**src/rtl/stepper_cmd_sequencer.sv**
```systemverilog
// stepper_cmd_sequencer: assembles 4-byte UART move frames, divides the rpm into a
// half-step period and drives step/direction outputs with done/abort pulses.
module stepper_cmd_sequencer #(
    parameter int unsigned STEP_DIV_NUM = 1800000,
    parameter int unsigned BYTE_TIMEOUT = 100000
) (
    input  logic        i_Clock,
    input  logic        i_Rst_n,
    input  logic        i_Rx_DV,
    input  logic [7:0]  i_Rx_Byte,
    output logic        o_Step,
    output logic        o_Pin1,
    output logic        o_Pin2,
    output logic        o_Busy,
    output logic        o_Done,
    output logic        o_Abort,
    output logic [15:0] o_Steps_Left
);

    localparam logic [20:0]   DVD     = 21'(STEP_DIV_NUM);
    localparam int            TW      = $clog2(BYTE_TIMEOUT + 1);
    localparam logic [TW-1:0] TMO_END = TW'(BYTE_TIMEOUT - 1);

    typedef enum logic [1:0] {S_IDLE, S_DIV, S_RUN} state_t;

    state_t        r_State, w_Next;
    logic [1:0]    r_Idx;
    logic [23:0]   r_Lo;
    logic [TW-1:0] r_Tmo;
    logic          r_Step, r_Pin1, r_Pin2, r_Done, r_Abort;
    logic [15:0]   r_Left;
    logic [14:0]   r_Div, r_Rem;
    logic [20:0]   r_Quo, r_Hp;
    logic [4:0]    r_Cnt;

    logic [31:0]   w_Word;
    logic          w_Frame, w_Dir;
    logic [14:0]   w_Rpm;
    logic [15:0]   w_Steps, w_Trial;
    logic          w_Ge, w_Hp_End, w_Accept, w_Zero, w_Stop, w_Toggle, w_Last;

    // B3 is taken straight from the bus so the frame is usable on its own strobe
    assign w_Word   = {i_Rx_Byte, r_Lo};
    assign w_Frame  = i_Rx_DV && r_Idx == 2'd3;
    assign w_Dir    = w_Word[31];
    assign w_Rpm    = w_Word[30:16];
    assign w_Steps  = w_Word[15:0];

    // r_Quo starts as the dividend and shifts quotient bits in from the right
    assign w_Trial  = {r_Rem, r_Quo[20]};
    assign w_Ge     = w_Trial >= {1'b0, r_Div};
    assign w_Hp_End = ({1'b0, r_Hp} + 22'd1) >= {1'b0, r_Quo};

    always_ff @(posedge i_Clock or negedge i_Rst_n) begin
        if (!i_Rst_n) begin
            r_Idx <= '0;
            r_Lo  <= '0;
            r_Tmo <= '0;
        end else if (i_Rx_DV) begin
            r_Idx <= r_Idx + 2'd1;
            r_Lo  <= {i_Rx_Byte, r_Lo[23:8]};
            r_Tmo <= '0;
        end else if (r_Idx != 2'd0) begin
            r_Idx <= r_Tmo == TMO_END ? 2'd0 : r_Idx;
            r_Tmo <= r_Tmo == TMO_END ? '0 : r_Tmo + 1'b1;
        end
    end

    always_ff @(posedge i_Clock or negedge i_Rst_n) begin
        if (!i_Rst_n) r_State <= S_IDLE;
        else          r_State <= w_Next;
    end

    always_comb begin
        w_Next = r_State;
        case (r_State)
            S_IDLE:  w_Next = w_Accept ? S_DIV : S_IDLE;
            S_DIV:   w_Next = w_Stop ? S_IDLE : (r_Cnt == 5'd20 ? S_RUN : S_DIV);
            S_RUN:   w_Next = (w_Stop || w_Last) ? S_IDLE : S_RUN;
            default: w_Next = S_IDLE;
        endcase
    end

    always_comb begin
        o_Busy   = r_State != S_IDLE;
        w_Accept = r_State == S_IDLE && w_Frame && w_Rpm != '0 && w_Steps != '0;
        w_Zero   = r_State == S_IDLE && w_Frame && w_Rpm != '0 && w_Steps == '0;
        w_Stop   = r_State != S_IDLE && w_Frame && w_Rpm == '0;
        w_Toggle = r_State == S_RUN && w_Hp_End;
        w_Last   = w_Toggle && r_Step && r_Left == 16'd1;
    end

    always_ff @(posedge i_Clock or negedge i_Rst_n) begin
        if (!i_Rst_n) begin
            r_Step  <= 1'b0;
            r_Pin1  <= 1'b0;
            r_Pin2  <= 1'b0;
            r_Done  <= 1'b0;
            r_Abort <= 1'b0;
            r_Left  <= '0;
            r_Div   <= '0;
            r_Rem   <= '0;
            r_Quo   <= '0;
            r_Cnt   <= '0;
            r_Hp    <= '0;
        end else begin
            r_Done  <= w_Zero || (w_Last && !w_Stop);
            r_Abort <= w_Stop;
            if (w_Accept) begin
                r_Pin1 <= w_Dir;
                r_Pin2 <= !w_Dir;
                r_Left <= w_Steps;
                r_Div  <= w_Rpm;
                r_Rem  <= '0;
                r_Quo  <= DVD;
                r_Cnt  <= '0;
            end
            if (w_Stop) begin
                r_Step <= 1'b0;
                r_Left <= '0;
            end else if (r_State == S_DIV) begin
                r_Rem <= w_Ge ? 15'(w_Trial - {1'b0, r_Div}) : w_Trial[14:0];
                r_Quo <= {r_Quo[19:0], w_Ge};
                r_Cnt <= r_Cnt + 5'd1;
                if (r_Cnt == 5'd20) begin
                    r_Step <= 1'b1;
                    r_Hp   <= '0;
                end
            end else if (r_State == S_RUN) begin
                r_Hp <= w_Toggle ? '0 : r_Hp + 21'd1;
                if (w_Toggle) begin
                    r_Step <= !r_Step;
                    r_Left <= r_Step ? r_Left - 16'd1 : r_Left;
                end
            end
        end
    end

    assign o_Step       = r_Step;
    assign o_Pin1       = r_Pin1;
    assign o_Pin2       = r_Pin2;
    assign o_Done       = r_Done;
    assign o_Abort      = r_Abort;
    assign o_Steps_Left = r_Left;

endmodule

```
**config.mk**
```make
export PLATFORM = sky130hd
export DESIGN_NAME = stepper_cmd_sequencer
export DESIGN_NICKNAME = d
export VERILOG_FILES = /design/src/rtl/stepper_cmd_sequencer.sv
export SDC_FILE = /design/constraint.sdc
export NUM_CORES = 1
export LEC_CHECK = 0
export ABC_AREA = 1
export ABC_CLOCK_PERIOD_IN_PS = 3150
export BUFFER_PORTS_ARGS = -buffer_cell sky130_fd_sc_hd__buf_2
export CELL_PAD_IN_SITES_DETAIL_PLACEMENT = 0
export CELL_PAD_IN_SITES_GLOBAL_PLACEMENT = 2
export CORE_MARGIN = 5
export CORE_UTILIZATION = 34
export CTS_CLUSTER_DIAMETER = 50
export DETAILED_ROUTE_END_ITERATION = 7
export GPL_TIMING_DRIVEN = 0
export PLACE_DENSITY_LB_ADDON = 0.15
export SLEW_MARGIN = 20
export SYNTH_ARGS = -nofsm -noshare
export SYNTH_HDL_FRONTEND = slang
export SYNTH_SLANG_ARGS = --single-unit
```
**constraint.sdc**
```tcl
create_clock -name i_Clock -period 3.15 [get_ports i_Clock]
set_input_delay 0.7875 -clock i_Clock [delete_from_list [all_inputs] [get_ports i_Clock]]
set_output_delay 0.7875 -clock i_Clock [all_outputs]
set_load 0.03 [all_outputs]
```
==> results_dict.tcl <==
set metrics [dict create \
    status "finished, violations left" \
    violations "negative setup slack" \
    portBuffers 32 \
    antenna_found_initial 0 \
    finClkSkew_ps 14.4 \
    setup_viol 39 \
    pre_cts_slack_ps -927 \
    setup_ws_ps -116 \
    finalNonFillerCells 1546 \
    ys_warn_count 0 \
    syn_nets 1186 \
    routed_wl_mm 23.7 \
    cap_viol_max_count 0 \
    worstSetupStartpointType "flip-flop" \
    postPlaceCellArea_um2 9250 \
    htreeDepth 4 \
    fin_nets 1263 \
    cts_tree "yes" \
    dieHeight_um 169 \
    synthCells 1126 \
    root_buffer "clkbuf_16" \
    placement_rows 58 \
    register_area_um2 3580 \
    cts_buffer_depth 2 \
    synth.area.top_cells "dfrtp_1 41%, nand2_1 12%, inv_1 8.1%, ha_1 7.0%, o21ai_0 6.1%" \
    fin_util_pct 41.8 \
    synth_most_common_cell "nand2_1" \
    synth_top_area_cell "dfrtp_1" \
    multi_input_comb_area_um2 4580 \
    period_needed_ps 3270 \
    grt_pass1_wl_mm 40.2 \
    fillers 2665 \
    drt-initial-drc-count 399 \
    drc 0 \
    final_hold_viol_count 0 \
    rsz0062_at_grt "yes" \
    ios 33 \
    ys_ff_latch 143 \
    vdd_drop_max_mv 0.396 \
    ys_top_cells_by_count "285 x nand2_1, 186 x inv_1, 143 x dfrtp_1" \
    dpl.cell_count 1489 \
    syn_area_um2 8630 \
    synth_ff_type "dfrtp_1" \
    cp_max_fo 5 \
    grt-ovfl-total 0 \
    detailedRoute.firstPassIterationCount 5 \
    slew_violations 0 \
    min_path_type "input port to async pin" \
    tns_ps -3000 \
    crit_required_ps 3460 \
    power_mw 9.52 \
    synth_area_per_cell_um2 7.66 \
    max_slew_margin_pct 47.8 \
    cts_buffers 17 \
    grt_usage_pct 17.4 \
    async_reset_ff_share_pct 100 \
    fp.dieW_um 169 \
    synth.distinct_cells 48 \
    clock_sinks 143 \
    path_class "flip-flop to flip-flop" \
    end_kind "flip-flop" \
    clock_latency_ps 420 \
    final_area_um2 10500 \
    grt_max_degree 88 \
    synth_edf_count 0 \
    worstPathArrival_ps 3570 \
    worst_pin_slew_ps 784 \
    syn_to_final_growth_pct 21.5 \
    leakagePower_nw 5.15 \
    powerDensity_nw_per_um2 908 \
    diodes 0 \
    coreArea_um2 25100 \
    die-area_um2 28700 \
    dr_total_vias 7384 \
    timing.fmax_ghz 0.306 \
    antenna_left 0 \
    place_hpwl_mm 17.6 \
    wl_per_cell_um 15.3 \
    layout-drive-gt1-share_pct 16.8 \
    whs_ps 387 \
    vias_per_cell 4.78 \
    fin_crit_sh_pct 104 \
    place.gp.congestion 0.780 \
    clk_pin_slew_ps 70 \
    ys_seq_area_share_pct 41.5 \
    yosys.area.top_type_share_pct 41.5 \
    grt_pass1_vias 7534 \
    initial_utilization_pct 34.4 \
    postCtsHoldBufs 0 \
]
## placed cells by master, fill, tap and decap left out, types with 3 or more instances in the layout
master      count
nand3_1        28
buf_1           5
nor3b_1         3
o21ai_0        94
buf_2          39
nor3_1         16
clkinv_4        3
nand3_4         3
nand2_4        12
ha_1           45
nand4_1        34
clkbuf_1       12
nor2_1         54
nand2_2        27
or2_2           3
nor2_4          7
buf_6           6
nand3_2        13
o21ai_1        10
clkbuf_16      17
xnor2_1         6
ha_4            3
xor2_1         36
buf_8           4
nand2_1       251
dfrtp_1       142
buf_16          4
inv_1         183
inv_2           5
o22ai_1        28
buf_4          20
clkinvlp_4      6
o21ai_2         9
a21oi_1        33
nor4_1         13
o22ai_2         4
## state kept, by name, summed over array words and instances, names as in the netlist
signal        cells
r_Hp             21
r_Tmo            17
o_Pin2            1
o_Abort           1
r_Cnt             5
r_Idx             2
r_Lo             24
r_Rem            15
o_Done            1
r_Quo            21
r_Div            15
o_Pin1            1
o_Step            1
r_State           2
o_Steps_Left     16
## worst paths after layout
check | startpoint | end | slack [ps] | cells past startpoint
max in group asynchronous | i_Rst_n | r_Tmo[16] | 2000 | 2
worst max-delay path | r_Hp[0] | o_Steps_Left[4] | -120 | 23
worst max register to register | r_Hp[0] | o_Steps_Left[4] | -120 | 23
min in group i_Clock | r_Div[13] | r_Div[13] | 490 | 2
worst min register to register | r_Div[13] | r_Div[13] | 490 | 2
worst min-delay path | i_Rst_n | r_Rem[11] | 390 | 1
## logic make-up (layout without fill, tap and decap cells)
| family | Yosys count | after routing | synth area share (%) |
|---|---|---|---|
| and+or+nand+nor | 474 | 474 | 24.3 |
| DFF | 143 | 143 | 41.5 |
| buffers and inverters | 222 | 312 | 10.2 |
| AOI/OAI and AO/OA | 195 | 195 | 12.4 |
| adders and majority gates | 49 | 49 | 7.19 |
| xor gates and xnor gates | 43 | 43 | 4.36 |
## per-layer routing
metal / part of all wire [%] / wire [um] / vias up / GRT usage, %
met4: 0.75 / 178 / 0 / 3.12
met5: 0 / 0 / - / 0
met1: 50 / 11800 / 3461 / 24.6
met3: 2.3 / 538 / 10 / 2.82
li1: - / - / 3823 / -
met2: 47 / 11200 / 90 / 28.7
## power breakdown
| part | switching [mW] | internal, mW | total (mW) |
|---|---|---|---|
| combinational | 3.05 | 1.71 | 4.75 |
| clock | 0.822 | 1.03 | 1.85 |
| sequential | 0.502 | 2.42 | 2.92 |
| total | 4.37 | 5.15 | 9.52 |
## critical path, stage by stage (launching register included)
cell and delay (ps):
dfrtp_2 420, ha_4 170, inv_4 40, nor3_4 140, nand3_2 120, nor2_4 110, nand4_1 130, or2_4 290
xor2_4 170, inv_2 60, ha_4 280, nand2_4 50, nor2_4 120, a21oi_2 80, nand2_1 90, nand3_2 100
nand3_4 130, buf_12 120, nand3_4 120, buf_8 220, nand2_2 60, nand2_1 50, nand2_1 60, nand2_1 40
## repair_timing
action                                  CTS  global route
resized for setup                        83            40
gates cloned                              3             0
endpoints found under the setup margin   40            40
buffers inserted                         16             6
pin swaps                                28            33
## final cells by class
type	count	area share, %
plain buffers	31	1.78
clock buffers	20	4.26
clock inverters	12	0.859
inverters	191	6.88
multi-input cells	761	43.6
flip-flops and latches	143	34.1
well taps	330	3.94
repair buffers	58	4.51
(Power assumes the default switching activity.)
